<file path="src/rtl/alu_pkg.sv">
`default_nettype none
// ============================================================================
// Module      : alu_pkg
// Description : Shared constants and FSM state type for the Booth multiplier.
// Revision    : 1.0 - initial release
// ============================================================================
package alu_pkg;

    localparam int WIDTH       = 8;
    localparam int BOOTH_ITERS = 8;

    typedef enum logic [1:0] {
        IDLE = 2'd0,
        CALC = 2'd1,
        DONE = 2'd2
    } state_t;

endpackage : alu_pkg
`default_nettype wire

</file>
<file path="src/rtl/adder_8bit.sv">
`default_nettype none
// ============================================================================
// Module      : adder_8bit
// Description : 8-bit ripple adder with carry-in and carry-out.
// Revision    : 1.0 - initial release
// ============================================================================
module adder_8bit (
    input  logic [7:0] i_a,
    input  logic [7:0] i_b,
    input  logic       i_cin,
    output logic [7:0] o_sum,
    output logic       o_cout
);

    logic [8:0] w_full;

    // Single wide add; the ninth bit is the carry out.
    always_comb begin
        w_full = {1'b0, i_a} + {1'b0, i_b} + {8'd0, i_cin};
        o_sum  = w_full[7:0];
        o_cout = w_full[8];
    end

endmodule : adder_8bit
`default_nettype wire

</file>
<file path="src/rtl/booth_multiplier_8bit.sv">
`default_nettype none
// ============================================================================
// Module      : booth_multiplier_8bit
// Description : Sequential radix-2 Booth signed multiplier, 8x8 -> 16 bits,
//               one Booth step per clock, IDLE/CALC/DONE control.
// Revision    : 1.0 - initial release
// ============================================================================
module booth_multiplier_8bit #(
    parameter int WIDTH = 8
) (
    input  logic                 clk,
    input  logic                 rst,
    input  logic                 start,
    input  logic [WIDTH-1:0]     multiplicand,
    input  logic [WIDTH-1:0]     multiplier,
    output logic                 busy,
    output logic                 done,
    output logic [2*WIDTH-1:0]   product
);

    import alu_pkg::state_t;
    import alu_pkg::IDLE;
    import alu_pkg::CALC;
    import alu_pkg::DONE;
    import alu_pkg::BOOTH_ITERS;

    localparam logic [2:0] C_LAST_STEP = 3'(BOOTH_ITERS - 1);

    state_t               r_state;
    logic [WIDTH-1:0]     r_a;
    logic [WIDTH-1:0]     r_q;
    logic [WIDTH-1:0]     r_m;
    logic                 r_q_m1;
    logic [2:0]           r_cnt;
    logic                 r_done;
    logic [2*WIDTH-1:0]   r_product;

    logic                 w_add_en;
    logic                 w_sub;
    logic [WIDTH-1:0]     w_b_eff;
    logic [WIDTH-1:0]     w_sum;
    logic                 w_unused_cout;
    logic                 w_ovf;
    logic [WIDTH-1:0]     w_a_pre;
    logic                 w_msb_in;
    logic [WIDTH-1:0]     w_a_next;
    logic [WIDTH-1:0]     w_q_next;

    // Booth recoding: 01 adds M, 10 subtracts M (as A + ~M + 1), else no-op.
    always_comb begin
        w_add_en = r_q[0] ^ r_q_m1;
        w_sub    = r_q[0] & ~r_q_m1;
        w_b_eff  = w_sub ? ~r_m : r_m;
    end

    adder_8bit u_adder (
        .i_a    (r_a),
        .i_b    (w_b_eff),
        .i_cin  (w_sub),
        .o_sum  (w_sum),
        .o_cout (w_unused_cout)
    );

    // Shift-in bit is the true 9-bit sign of the sum, recovered through the
    // overflow term, so that M = -128 (where A - M overflows 8 bits) is exact.
    always_comb begin
        w_ovf    = (r_a[WIDTH-1] == w_b_eff[WIDTH-1]) && (w_sum[WIDTH-1] != r_a[WIDTH-1]);
        w_a_pre  = w_add_en ? w_sum : r_a;
        w_msb_in = w_add_en ? (w_sum[WIDTH-1] ^ w_ovf) : r_a[WIDTH-1];
        w_a_next = {w_msb_in, w_a_pre[WIDTH-1:1]};
        w_q_next = {w_a_pre[0], r_q[WIDTH-1:1]};
    end

    // Control FSM and datapath registers; reset overrides any start request.
    always_ff @(posedge clk) begin
        if (rst) begin
            r_state   <= IDLE;
            r_a       <= '0;
            r_q       <= '0;
            r_m       <= '0;
            r_q_m1    <= 1'b0;
            r_cnt     <= '0;
            r_done    <= 1'b0;
            r_product <= '0;
        end else begin
            // The done pulse follows the DONE state by one register stage.
            r_done <= (r_state == DONE);
            case (r_state)
                IDLE: begin
                    if (start) begin
                        r_m     <= multiplicand;
                        r_q     <= multiplier;
                        r_a     <= '0;
                        r_q_m1  <= 1'b0;
                        r_cnt   <= '0;
                        r_state <= CALC;
                    end
                end
                CALC: begin
                    r_a    <= w_a_next;
                    r_q    <= w_q_next;
                    r_q_m1 <= r_q[0];
                    r_cnt  <= r_cnt + 3'd1;
                    if (r_cnt == C_LAST_STEP) begin
                        r_product <= {w_a_next, w_q_next};
                        r_state   <= DONE;
                    end
                end
                DONE: begin
                    r_state <= IDLE;
                end
                default: begin
                    r_state <= IDLE;
                end
            endcase
        end
    end

    // Output mapping.
    always_comb begin
        busy    = (r_state == CALC);
        done    = r_done;
        product = r_product;
    end

endmodule : booth_multiplier_8bit
`default_nettype wire
</file>
<file path="config.mk">
export PLATFORM = sky130hd
export DESIGN_NAME = booth_multiplier_8bit
export DESIGN_NICKNAME = d
export VERILOG_FILES = /design/src/rtl/alu_pkg.sv /design/src/rtl/adder_8bit.sv /design/src/rtl/booth_multiplier_8bit.sv
export SDC_FILE = /design/constraint.sdc
export NUM_CORES = 1
export LEC_CHECK = 0
export BUFFER_PORTS_ARGS = -buffer_cell sky130_fd_sc_hd__buf_2
export CORE_MARGIN = 4
export CORE_UTILIZATION = 60
export CTS_CLUSTER_DIAMETER = 150
export DETAILED_ROUTE_END_ITERATION = 7
export GPL_ROUTABILITY_DRIVEN = 0
export PLACE_DENSITY = 0.88
export SLEW_MARGIN = 0
export SYNTH_ARGS = -nofsm -noshare
export SYNTH_HDL_FRONTEND = slang
export SYNTH_HIERARCHICAL = 1
export SYNTH_SLANG_ARGS = --single-unit
</file>
<file path="constraint.sdc">
create_clock -name clk -period 4.3 [get_ports clk]
set_input_delay 0.43 -clock clk [delete_from_list [all_inputs] [get_ports clk]]
set_output_delay 0.43 -clock clk [all_outputs]
set_load 0.02 [all_outputs]
</file>
# After elaboration in Yosys (flattened, before gate mapping)
# Index checks and enable logic that the tools add are counted.
# Widths: inputs -> output; s select.
word_totals:
  in_bits: 19
  output_inout_bits: 18
  elab_cells: 44
  regBits: 47
op_classes:
  add_sub_neg: 3
  n_bitwise: 5
  n_reduce_logical: 7
  eq_ne: 7
  mux: 14
ops:
  columns: ["operator", "n"]
  rows:
  - ["$mux 8", 4]
  - ["$pmux 8 s2", 2]
  - ["$add 8x1->8", 1]
  - ["$add 8x8->8", 1]
  - ["$not 8->8", 1]
  - ["$reduce_and 2->1", 4]
  - ["$pmux 3 s2", 1]
  - ["$mux 2", 2]
  - ["$pmux 2 s2", 1]
  - ["$add 3x1->3 const B", 1]
  - ["$eq 3x3->1 const B", 1]
  - ["$mux 3", 1]
  - ["$eq 2x1->1 const B", 1]
  - ["$eq 2x2->1 const B", 1]
  - ["$logic_not 2->1", 1]
  - ["$mux 1", 2]
  - ["$ne 2x1->1 const B", 1]
  - ["$ne 2x2->1 const B", 1]
  - ["$pmux 1 s2", 1]
  - ["$reduce_bool 2->1", 1]
  - ["$xor 1x1->1", 2]
  - ["$and 1x1->1", 1]
  - ["$eq 1x1->1", 1]
  - ["$logic_and 1x1->1", 1]
  - ["other kinds (2)", 2]

# Depth between registers and ports, before layout
# Gate-level depths: netlist (run 1).
logic_depth:
  depth_word: 10
  depth_mapped: 12
  ltp_nobuf: 11

# Cells and area by module
# Netlist (run 1), hierarchy kept.
by_module_without_submodules:
  columns: ["mod", "cells_per_inst", "seq_area_each_um2", "instances", "area_per_inst_um2"]
  rows:
  - ["booth_multiplier_8bit", 196, 940.9, 1, 1914.3]
  - ["adder_8bit", 40, 0.0, 1, 331.6]

# Worst setup path before layout (run 1)
# OpenSTA, ideal clock, no wires.
synth_path:
  path_kind: "register to register"
  from: "register r_q_m1"
  to: "register r_a[5]"
  t_required_ns: 4.172
  synth_period_minus_slack_ns: 2.695
  stages_incl_launch_ff: 13
  setup_slack_ns: 1.605
  arrival_ns: 2.568
  setup_ns: 0.128
  path_buffers: 1
  path_cell_list: "dfxtp_1 inv_1 ha_1 buf_2 xor2_1 fa_1 fa_1 a21oi_1 o21a_1 xnor2_1 mux2_2 a22oi_1 nor2_1"
synth_between:
  elab_chain_cells: 7
  word_cells_on_any_way: 8
  cone_classes: "2 x add/sub; 3 x mux; 3 x bitwise"
synth_lines:
  columns: ["item", "line_no", "text"]
  rows:
  - ["start: declaration", "booth_multiplier_8bit.sv:33", "logic r_q_m1;"]
  - ["start signal: assignment", "booth_multiplier_8bit.sv:102", "r_q_m1 <= r_q[0];"]
  - ["$not 1->1", "booth_multiplier_8bit.sv:52", "w_sub = r_q[0] & ~r_q_m1;"]
  - ["$and 1x1->1", "booth_multiplier_8bit.sv:52", null]
  - ["named net w_sub", "booth_multiplier_8bit.sv:39", "logic w_sub;"]
  - ["$mux 8", "booth_multiplier_8bit.sv:53", "w_b_eff = w_sub ? ~r_m : r_m;"]
  - ["named net w_b_eff[0]", "booth_multiplier_8bit.sv:40", "logic [WIDTH-1:0] w_b_eff;"]
  - ["$add 8x8->8", "adder_8bit.sv:19", "w_full = {1'b0, i_a} + {1'b0, i_b} + {8'd0, i_cin};"]
  - ["$add 8x1->8", "adder_8bit.sv:19", null]
  - ["named net w_sum[6]", "booth_multiplier_8bit.sv:41", "logic [WIDTH-1:0] w_sum;"]
  - ["$mux 8", "booth_multiplier_8bit.sv:68", "w_a_pre = w_add_en ? w_sum : r_a;"]
  - ["$pmux 8 s2", "booth_multiplier_8bit.sv:88", "case (r_state)"]
  - ["end signal: assignment", "booth_multiplier_8bit.sv:100", "r_a <= w_a_next;"]
  - ["end: declaration", "booth_multiplier_8bit.sv:30", "logic [WIDTH-1:0] r_a;"]
# The timed path passes the listed nets, and every way through them passes these cells.
# A chain may end at the register's enable or synchronous reset.

# Final worst setup path (run 1)
layout_path:
  from: "register r_q[0]"
  to: "register r_a[3]"
layout_between:
  elab_chain_cells: 6
  word_cells_on_any_way: 7
  cone_classes: "2 x add/sub; 3 x mux; 2 x bitwise"
layout_lines:
  columns: ["item", "line_no", "text"]
  rows:
  - ["start: declaration", "booth_multiplier_8bit.sv:31", "logic [WIDTH-1:0] r_q;"]
  - ["start signal: assignment", "booth_multiplier_8bit.sv:92", "r_q <= multiplier;"]
  - ["start signal: assignment", "booth_multiplier_8bit.sv:101", "r_q <= w_q_next;"]
  - ["$and 1x1->1", "booth_multiplier_8bit.sv:52", null]
  - ["named net w_sub", "booth_multiplier_8bit.sv:39", null]
  - ["$mux 8", "booth_multiplier_8bit.sv:53", null]
  - ["named net w_b_eff[0]", "booth_multiplier_8bit.sv:40", null]
  - ["$add 8x8->8", "adder_8bit.sv:19", null]
  - ["$add 8x1->8", "adder_8bit.sv:19", null]
  - ["named net w_sum[4]", "booth_multiplier_8bit.sv:41", null]
  - ["$mux 8", "booth_multiplier_8bit.sv:68", null]
  - ["$pmux 8 s2", "booth_multiplier_8bit.sv:88", null]
# The timed path passes the listed nets, and every way through them passes these cells.

==> impl_results.md, run 1 <==
- Status: finished clean
- Die Y: approximately 69 um
- Post-CTS Setup Inserts: 0
- Global-route wire length before repair: around 7400 um
- Nets: ~300
- IO buf count: 36
- Worst R2R Setup Slack: between 1 and 1.5 ns
- Via count: about 1,800
- Req. time, crit path: ~4.5 ns
- First-pass iteration count of the detailed router: 4
- NetSw: about 260 uW
- Internal power: around 690 uW
- Overflow after GRT: 0
- Combinational share of power: between 10% and 20%
- GR Util All Layers: 21.17%
- Routed WL: ~4600 um
- Tcrit/Tclk final: around 68%
- Antenna diodes: 0
- Std-Cell Rows: 21
- Fin Setup TNS: 0 ns
- Area of the mapped netlist: around 0.0022 mm2
- HPWL after DPL: 3137 um
- CTS Sinks: 47
- Final clock skew: ~0.012 ns
- Sw Share: 27.48%
- Pin count of the biggest net entering global routing: 36
- Cells on worst reg2reg path: 10
- Critical path endpoint: r_a[3]$_SDFFE_PP0P_
- Fillcell total: 277
- Fin util: a little under three quarters
- Crit path from: r_q[0]$_SDFFE_PP0P_
- Vias per std cell: slightly below 6
- Sequential share of power: ~49%
- Die X: a little under 70 um
- Syn avg cell area: ~9.6 um2
- P&R area growth vs syn: 11.60%
- Crit Path Category: flip-flop to flip-flop
- CTS Buffer Depth: 2
- Maxcap violations: 0
- CTS tree: built
- CTS H-Tree Depth: 2
- Post-route ant nets: 0
- Vias in the first global route: 1,529
- Syn_nets: roughly 260
- Critical-path maximum fanout: 9
- Critical Path Source Type: flip-flop
- Area of the multi-input gates: between 0.001 and 0.0015 mm2
- RSZ-0062 raised after global routing: false
- Max frequency: ~0.34 GHz
- Reg2reg end: r_a[3]$_SDFFE_PP0P_
- Share of cells above drive strength 1: around a quarter
- Hold-fix buffers, CTS: 0
- P_leak: roughly 1.1 nW
- WP data arrival: 3.10 ns
- Core footprint: 0.003468 mm2
- Worst vdd ir: 0.0002302 V
- Slew Viols, Final: 0
- Rel. slew slack: between 20% and 30%
- Reg2reg start: r_q[0]$_SDFFE_PP0P_
- Hold WC Path Type: primary input to flip-flop
- Antenna violations before repair: 0
- Pwr/cell area: around 380 mW/mm2
- Post-route DRC: 0
- CTS clk-pin slew, worst paths: 0.10 ns
- Clock Latency Late Sink: between 0.3 and 0.4 ns
- Yosys warnings: 6
- Seq. cell area: roughly 940 um2
- CTS buffer count: 5
- Drt wl/cell: between 10 and 15 um
- Syn Inst Count: 233
- Tmin final: about 3 ns
- Iter 0 DRT Violations: approximately 140
- Clock network power share: about a third
- Critical Path Sink Type: flip-flop
- Fin. Hold Viols: 0
- Die ar.: roughly 0.0048 mm2
- Final setup fails: 0
- Initial Util: around 64%
- Slew @ Worst Pin: around 1.1 ns
- Clk Tree Root Cell: clkbuf_8
- I/O pin total: 37
- Post-cts resize count: 0
metrics by stage:
step	area, um2	hold slack, ns	setup slack [ns]	std cells	total power, mW
2_1_floorplan	2232	0.4435	1.621	233	0.5946
3_3_place_gp	2376	0.4545	1.489	300	0.6187
3_5_place_dp	2376	0.4627	1.388	300	0.6232
4_1_cts	2491	0.3472	1.385	308	0.9543
5_1_grt	2491	0.3517	1.151	308	0.9965
6_report	2491	0.3536	1.368	308	0.9499
power groups by stage:
stage	clock network, mW	registers (mW)	logic [mW]
after floorplan	0	0.470	0.124
after global placement	0	0.473	0.146
after detailed placement	0	0.474	0.149
after CTS	0.339	0.464	0.152
after global routing	0.359	0.467	0.171
final	0.333	0.464	0.152
sequential cells by signal (all words and copies together) (netlist names):
register  cells
r_a           8
product      16
r_q_m1        1
r_cnt         3
done          1
r_q           8
r_m           8
r_state       2
worst max-delay path, cell delays in order, from the launching register on:
cell and delay, ns:
dfxtp_1 0.36, ha_1 0.46, xor2_1 0.16, fa_1 0.45
fa_1 0.42, a21oi_1 0.21, o21bai_1 0.10, xor2_1 0.14
mux2_2 0.27, a22oi_1 0.14, nor2_1 0.07
worst min-delay path by stage:
stage,startpoint,to,slack [ns],cells after the start
after floorplan,r_cnt[0]$_SDFFE_PP0P_,r_cnt[0]$_SDFFE_PP0P_,0.44,1
after global placement,r_q_m1$_SDFFE_PP0P_,r_q_m1$_SDFFE_PP0P_,0.45,2
after detailed placement,product[4]$_SDFFE_PP0P_,product[4]$_SDFFE_PP0P_,0.46,1
after CTS,multiplier[3],r_q[3]$_SDFFE_PP0P_,0.35,3
after global routing,multiplier[4],r_q[4]$_SDFFE_PP0P_,0.35,3
final,multiplier[3],r_q[3]$_SDFFE_PP0P_,0.35,3
cells in the final DEF, fill, tap and decap left out, types with 2 or more instances in the layout:
cell type and instances:
a21o_1 2, nand2b_1 3, o21a_1 2, a21oi_1 22, ha_1 10, o21ai_0 2
mux2_2 8, a22oi_1 7, a211oi_1 9, fa_1 2, buf_2 36, a22o_1 15
inv_1 3, nor2b_1 2, xor2_1 10, o21bai_1 2, nor2_1 17, dfxtp_1 47
xnor2_1 2, nand2_1 27, clkbuf_8 5, nand3_1 5, inv_2 2, a311o_1 2
per-layer routing:
metal | wire length (um) | global-route usage [%] | up-vias
li1 | - | - | 888
met5 | 0 | 0 | -
met1 | 2127 | 29.03 | 842
met3 | 302 | 5.348 | 5
met4 | 52 | 6.326 | 0
met2 | 2091 | 32.74 | 63
final cells by class:
class | count | share of cell area (%)
sequential | 47 | 37.77
clock buffer | 5 | 2.762
clock inverter | 3 | 1.858
inverter | 5 | 0.7534
tap | 46 | 2.310
multi-input combinational | 166 | 47.31
timing repair buffer | 36 | 7.233
Power figures use the tool's default switching activity.
==> inputs of run 2 (changes only) <==
Settings changed: CORE_UTILIZATION 60 to 50, PLACE_DENSITY 0.88 to 0.79.
Clock period 4.3 ns to 2.4 ns, I/O delays scaled along.
==> run 2 against run 1 <==
  * The flow now finishes with violations (negative setup slack)
  * Total power grew 77%
  * Sequential share of layout area shrank 3.1 points
  * Utilization shrank 8.9 points
  * Die area grew 18%
  * Count of clock-buffer cells in the layout grew 1
  * First-iteration DRC count shrank 6.5%
  * Via count grew 2.7%
  * Hold slack lost 0.18 ns
  * Global-route usage shrank 3.8 points
  * Final area grew 9.2%
  * Sequential power grew 80%
  * Routed wire length grew 5.2%
  * Largest cell class unchanged
  * Largest power group unchanged
==> impl_results.md, run 2 (synthesis results as in run 1) <==
- HPWL after DPL: 3281 um (was 3137 um)
- Die Y: 74.82 um (was 69.00 um)
- Worst vdd ir: 0.0003061 V (was 0.0002302 V)
- Tmin final: 2.481 ns (was 2.933 ns)
- P&R area growth vs syn: 21.86% (was 11.60%)
- CP delay by family, top: adder cells (unchanged)
- Hold WS: 0.1762 ns (was 0.3536 ns)
- Critical Path Source Type: flip-flop (unchanged)
- Max reg flops: 16 (unchanged)
- Req. time, crit path: 2.56 ns (was 4.47 ns)
- Pin count of the biggest net entering global routing: 36 (unchanged)
- Max incr delay on CP: 0.37 ns (was 0.46 ns)
- Clock Latency Late Sink: 0.30 ns (was 0.31 ns)
- Bufs and invs on worst path: 2 (was 0)
- CTS tree: built (unchanged)
- Tcrit/Tclk final: 103.4% (was 68.20%)
- Met2 Usage GRT: 28.20% (was 32.74%)
- Via count: 1,847 (was 1,798)
- Iter 0 DRT Violations: 130 (was 139)
- Overflow after GRT: 0 (unchanged)
- Clk Tree Root Cell: clkbuf_8 (unchanged)
- Critical path endpoint: r_a[5]$_SDFFE_PP0P_ (was r_a[3]$_SDFFE_PP0P_)
- Share of cells above drive strength 1: 35.02% (was 23.28%)
- CTS H-Tree Depth: 2 (unchanged)
- Fin. Hold Viols: 0 (unchanged)
- Post-route DRC: 0 (unchanged)
- Vias in the first global route: 1,633 (was 1,529)
- Status: finished, violations left (was finished clean)
- CTS Buffer Depth: 2 (unchanged)
- Hold WC Path Type: primary input to flip-flop (unchanged)
- WP data arrival: 2.64 ns (was 3.10 ns)
- Maxcap violations: 0 (unchanged)
- Non-Filler Cell Area, Final: 0.002720 mm2 (was 0.002491 mm2)
- Crit Path Category: flip-flop to flip-flop (unchanged)
- Pwr/cell area: 617.9 mW/mm2 (was 381.3 mW/mm2)
- Initial Util: 51.62% (was 64.36%)
- Nets: 307 (was 292)
- Failing checks: negative setup slack
- Reg2reg start: r_q_m1$_SDFFE_PP0P_ (was r_q[0]$_SDFFE_PP0P_)
- CTS buffer count: 5 (unchanged)
- P_leak: 1.206 nW (was 1.124 nW)
- Worst R2R Setup Slack: -0.08 ns (was 1.37 ns)
- Vias per std cell: 5.614 (was 5.838)
- Critical Path Sink Type: flip-flop (unchanged)
- Drt wl/cell: 14.62 um (was 14.85 um)
- Slew Viols, Final: 0 (unchanged)
- Critical-path maximum fanout: 8 (was 9)
- Std-Cell Rows: 24 (was 21)
- Critical path's slowest cell: fa_2 (was ha_1)
- Final clock skew: 0.007459 ns (was 0.01200 ns)
- Most frequent cells in the layout: 45 x dfxtp_1, 36 x buf_2, 27 x nand2_1, 19 x a21oi_1, 17 x nor2_1 (was 47 x dfxtp_1, 36 x buf_2, 27 x nand2_1, 22 x a21oi_1, 17 x nor2_1)
- GR Util All Layers: 17.34% (was 21.17%)
- RSZ-0062 raised after global routing: true (was false)
- Cells on worst reg2reg path: 11 (was 10)
- CTS Sinks: 47 (unchanged)
- IO buf count: 36 (unchanged)
- Routed WL: 4811 um (was 4573 um)
- GR met1 Demand/Resource: 23.15% (was 29.03%)
- GR peak layer: met2 (unchanged)
- Slew @ Worst Pin: 0.7349 ns (was 1.089 ns)
- Crit path from: r_q_m1$_SDFFE_PP0P_ (was r_q[0]$_SDFFE_PP0P_)
- Core footprint: 0.004324 mm2 (was 0.003468 mm2)
- Crit path depth: 11 (was 10)
- Reg2reg end: r_a[5]$_SDFFE_PP0P_ (was r_a[3]$_SDFFE_PP0P_)
- Max frequency: 0.4030 GHz (was 0.3410 GHz)
- Antenna violations before repair: 0 (unchanged)
- Final setup fails: 8 (was 0)
- Critical Path, Cell by Cell: inv_2 > ha_4 > buf_4 > fa_2 > fa_2 > a21oi_2 > o21a_1 > xnor2_1 > mux2_4 > a22oi_2 > nor2_1 (was ha_1 > xor2_1 > fa_1 > fa_1 > a21oi_1 > o21bai_1 > xor2_1 > mux2_2 > a22oi_1 > nor2_1)
- Post-route ant nets: 0 (unchanged)
- PnR worst setup slack: -0.08117 ns (was 1.368 ns)
- Rel. slew slack: 50.95% (was 27.25%)
- Fin util: 62.91% (was 71.83%)
- Most used cell, CP: fa_2
- Most common cell after layout, fill and taps aside: dfxtp_1 (unchanged)
- Die ar.: 0.005597 mm2 (was 0.004760 mm2)
- First-pass iteration count of the detailed router: 4 (unchanged)
- I/O pin total: 37 (unchanged)
- CTS clk-pin slew, worst paths: 0.08 ns (was 0.10 ns)
- Global-route wire length before repair: 7472 um (was 7424 um)
- Die X: 74.82 um (was 69.00 um)
- DP Area: 0.002500 mm2 (was 0.002376 mm2)
- Met3 Track Usage GR: 3.204% (was 5.348%)
- Antenna diodes: 0 (unchanged)
[run 2: changes by cell type in the layout (fill, tap and decap cells not counted), moves of 3 or more]
cell     change
a21oi_2      +3
xor2_1       -3
buf_4       +15
a22oi_2      +3
mux2_2       -4
ha_1         -3
a21oi_1      -3
mux2_4       +4
a22oi_1      -3
[run 2: worst min-delay path by stage]
| stage | from | endpoint | slack, ns | cells past startpoint |
|---|---|---|---|---|
| final | multiplicand[6] | r_m[6]$_SDFFE_PP0P_ | 0.18 | 3 |
| after global routing | multiplier[1] | r_q[1]$_SDFFE_PP0P_ | 0.18 | 3 |
| after CTS | multiplicand[0] | r_m[0]$_SDFFE_PP0P_ | 0.17 | 3 |
| after floorplan | multiplicand[0] | r_m[0]$_SDFFE_PP0P_ | 0.38 | 2 |
| after detailed placement | r_m[7]$_SDFFE_PP0P_ | r_m[7]$_SDFFE_PP0P_ | 0.46 | 2 |
| after global placement | product[9]$_SDFFE_PP0P_ | product[9]$_SDFFE_PP0P_ | 0.46 | 1 |
[run 2: area by class of cell]
| type | count | area, um2 |
|---|---|---|
| fillers | 377 | 1604 |
| multi-input cells | 166 | 1301 |
| flip-flops and latches | 47 | 943.4 |
| repair buffers | 51 | 292.8 |
| clock buffers | 6 | 82.58 |
| well taps | 52 | 65.06 |
| inverters | 5 | 18.77 |
| clock inverters | 2 | 16.27 |
[run 2: worst register-to-register path, stage by stage (launching register included)]
cell	delay [ns]
dfxtp_2	0.34
inv_2	0.04
ha_4	0.20
buf_4	0.15
fa_2	0.37
fa_2	0.36
a21oi_2	0.16
o21a_1	0.17
xnor2_1	0.07
mux2_4	0.29
a22oi_2	0.16
nor2_1	0.05
[run 2: where the power goes]
group	total, mW	internal, mW	switching [mW]
Combinational	0.348	0.162	0.186
Sequential	0.835	0.808	0.0268
Clock	0.498	0.235	0.263
Total	1.68	1.21	0.475
[run 2: per-stage QoR]
step / setup TNS (ns) / instances / worst slack, ns / power, mW
after CTS: -0.3068 / 328 / -0.08085 / 1.669
after global placement: -0.05774 / 318 / -0.02920 / 1.148
after detailed placement: -0.3922 / 318 / -0.09959 / 1.159
final: -0.3173 / 329 / -0.08117 / 1.681
after floorplan: -0.2230 / 233 / -0.06972 / 1.075
after global routing: -1.291 / 329 / -0.1983 / 1.752
[run 2: timing repair]
action / in CTS / in global routing
setup buffers: 2 / 1
endpoints found under the setup margin: 10 / 11
gates resized for setup: 11 / 10
endpoints found under the hold margin: 0 / 0
pin swaps: 6 / 10
hold buffers: 0 / 0
[run 2: routing by layer]
metal  wire length [um]  up-vias
met5                  0        -
met4                 74        0
met3                184        8
met2               2296       38
met1               2255      884
li1                   -      917
==> inputs of run 3 (changes only) <==
Settings changed: CORE_UTILIZATION 50 to 60, PLACE_DENSITY 0.79 to 0.88.
Clock period 2.4 ns to 3.08 ns, I/O delays scaled along.
==> run 3 against run 2 <==
  * Cell count decreased by 5.5%
  * Fmax is 9.4% lower
  * Count of clock-buffer cells in the layout decreased by 1
  * Total power fell by 21%
  * The run now ends clean
  * Setup slack better by 0.42 ns
  * Critical path type unchanged
  * Via count decreased by 3.5%
  * Sequential share of layout area increased by 2.7 points
  * Highest routed layer unchanged
  * Final area fell by 7.6%
  * Sequential cell count stayed put
  * Utilization rose by 9.6 points
  * Largest cell class unchanged
==> impl_results.md, run 3 (synthesis results as in run 1) <==
- Status: finished clean (was finished, violations left)
- Most frequent cells in the layout: 47 x dfxtp_1, 36 x buf_2, 27 x nand2_1, 22 x a21oi_1, 17 x nor2_1 (was 45 x dfxtp_1, 36 x buf_2, 27 x nand2_1, 19 x a21oi_1, 17 x nor2_1)
- GR Util All Layers: 20.33% (was 17.34%)
- Tcrit/Tclk final: 88.95% (was 103.4%)
- Global-route wire length before repair: 7258 um (was 7472 um)
- Maxcap violations: 0 (unchanged)
- Pin count of the biggest net entering global routing: 36 (unchanged)
- RSZ-0062 raised after global routing: false (was true)
- Non-Filler Cell Area, Final: 0.002514 mm2 (was 0.002720 mm2)
- Std-Cell Rows: 21 (was 24)
- Most common cell after layout, fill and taps aside: dfxtp_1 (unchanged)
- Hold WC Path Type: primary input to flip-flop (unchanged)
- Share of cells above drive strength 1: 24.15% (was 35.02%)
- Reg2reg end: r_a[4]$_SDFFE_PP0P_ (was r_a[5]$_SDFFE_PP0P_)
- Fin. Hold Viols: 0 (unchanged)
- Die ar.: 0.004760 mm2 (was 0.005597 mm2)
- Nets: 295 (was 307)
- Clock network power share: 34.7% (was 29.6%)
- Combinational share of power: 16.4% (was 20.7%)
- Critical path endpoint: r_a[4]$_SDFFE_PP0P_ (was r_a[5]$_SDFFE_PP0P_)
- Core footprint: 0.003468 mm2 (was 0.004324 mm2)
- DP Area: 0.002399 mm2 (was 0.002500 mm2)
- IO buf count: 36 (unchanged)
- Critical Path Sink Type: flip-flop (unchanged)
- Critical Path Source Type: flip-flop (unchanged)
- CTS H-Tree Depth: 2 (unchanged)
- Cells on worst reg2reg path: 10 (was 11)
- HPWL after DPL: 3108 um (was 3281 um)
- Critical hold path startpoint: multiplier[2] (was multiplicand[6])
- Worst vdd ir: 0.0003580 V (was 0.0003061 V)
- CTS tree: built (unchanged)
- Fin Setup TNS: 0 ns (was -0.3173 ns)
- Clock Latency Late Sink: 0.31 ns (was 0.30 ns)
- Reg2reg start: r_q[0]$_SDFFE_PP0P_ (was r_q_m1$_SDFFE_PP0P_)
- Post-CTS Setup Inserts: 0 (was 2)
- Antenna violations before repair: 0 (unchanged)
- Tmin final: 2.740 ns (was 2.481 ns)
- Worst R2R Setup Slack: 0.34 ns (was -0.08 ns)
- Crit Path Category: flip-flop to flip-flop (unchanged)
- CTS clk-pin slew, worst paths: 0.09 ns (was 0.08 ns)
- NetSw: 357.6 uW (was 475.2 uW)
- Pwr/cell area: 526.3 mW/mm2 (was 617.9 mW/mm2)
- Post-route ant nets: 0 (unchanged)
- Overflow after GRT: 0 (unchanged)
- Critical-path maximum fanout: 7 (was 8)
- Post-cts resize count: 0 (was 11)
- Max reg flops: 16 (unchanged)
- Rel. slew slack: 53.72% (was 50.95%)
- Hold WS: 0.2340 ns (was 0.1762 ns)
- Post-route DRC: 0 (unchanged)
- Max frequency: 0.3650 GHz (was 0.4030 GHz)
- Die Y: 69.00 um (was 74.82 um)
- Routed WL: 4378 um (was 4811 um)
- Initial Util: 64.36% (was 51.62%)
- Sequential share of power: 49.0% (was 49.7%)
- Vias in the first global route: 1,617 (was 1,633)
- Antenna diodes: 0 (unchanged)
- Final clock skew: 0.009792 ns (was 0.007459 ns)
- Drt wl/cell: 14.08 um (was 14.62 um)
- Iter 0 DRT Violations: 123 (was 130)
- CTS Buffer Depth: 2 (unchanged)
- I/O pin total: 37 (unchanged)
- Slew @ Worst Pin: 0.6942 ns (was 0.7349 ns)
- WP data arrival: 2.91 ns (was 2.64 ns)
- Final setup fails: 0 (was 8)
- Sw Share: 27.03% (was 28.27%)
- Die X: 69.00 um (was 74.82 um)
- Clk Tree Root Cell: clkbuf_8 (unchanged)
- Slew Viols, Final: 0 (unchanged)
- Fin util: 72.47% (was 62.91%)
- Vias per std cell: 5.730 (was 5.614)
- CTS buffer count: 5 (unchanged)
- P&R area growth vs syn: 12.61% (was 21.86%)
- Internal power: 965.4 uW (was 1.206 mW)
- P_leak: 1.138 nW (was 1.206 nW)
- Via count: 1,782 (was 1,847)
- CTS Sinks: 47 (unchanged)
- Req. time, crit path: 3.25 ns (was 2.56 ns)
- First-pass iteration count of the detailed router: 5 (was 4)
- Hold-fix buffers, CTS: 0 (unchanged)
- Crit path from: r_q[0]$_SDFFE_PP0P_ (was r_q_m1$_SDFFE_PP0P_)
run 3: cell count changes in the layout (fill, tap and decap cells not counted), sizes merged:
cell | before | now
inv | 5 | 6
clkbuf | 6 | 5
buf | 51 | 39
clkinv | 1 | 0
bufinv | 0 | 1
run 3: power groups by stage:
stage,Clock [mW],Combinational (mW),Sequential (mW)
finish,0.459,0.217,0.648
global route,0.494,0.244,0.651
CTS,0.467,0.215,0.647
detailed placement,0,0.214,0.662
global placement,0,0.207,0.661
floorplan,0,0.173,0.657
run 3: worst min path at each step:
stage	to	cells after the start	slack (ns)
after floorplan	r_cnt[0]$_SDFFE_PP0P_	1	0.44
after CTS	r_m[7]$_SDFFE_PP0P_	3	0.23
final	r_q[2]$_SDFFE_PP0P_	3	0.23
after global routing	r_q[5]$_SDFFE_PP0P_	3	0.23
after global placement	r_q_m1$_SDFFE_PP0P_	2	0.46
after detailed placement	product[14]$_SDFFE_PP0P_	1	0.46
run 3: routing by layer:
metal / share of wire (%) / global-route usage [%] / vias up
met2: 43 / 30.83 / 72
li1: - / - / 895
met1: 48 / 28.12 / 808
met5: 0 / 0 / -
met4: 1.4 / 8.273 / 0
met3: 7.2 / 4.052 / 7
run 3: critical path, cell delays in order (launching register included):
cell     delay (ns)
dfxtp_1        0.37
ha_1           0.25
buf_4          0.20
xor2_1         0.20
ha_1           0.31
a21oi_1        0.25
a21oi_1        0.14
a311o_1        0.38
mux2_2         0.29
a22oi_1        0.15
nor2_1         0.06
run 3: through the flow:
| step | total power [mW] | worst slack (ns) | cells |
|---|---|---|---|
| floorplan | 0.8301 | 0.4009 | 233 |
| global placement | 0.8680 | 0.4488 | 303 |
| detailed placement | 0.8755 | 0.3852 | 303 |
| CTS | 1.330 | 0.3782 | 311 |
| global route | 1.389 | 0.1626 | 311 |
| finish | 1.323 | 0.3405 | 311 |
run 3: layout make-up:
| cell class | instances | area [um2] |
|---|---|---|
| multi-input combinational | 166 | 1179 |
| fill | 281 | 954.7 |
| clock inverter | 3 | 46.29 |
| clock buffer | 5 | 68.82 |
| tap | 46 | 57.56 |
| inverter | 5 | 18.77 |
| timing repair buffer | 39 | 202.7 |
| sequential | 47 | 940.9 |
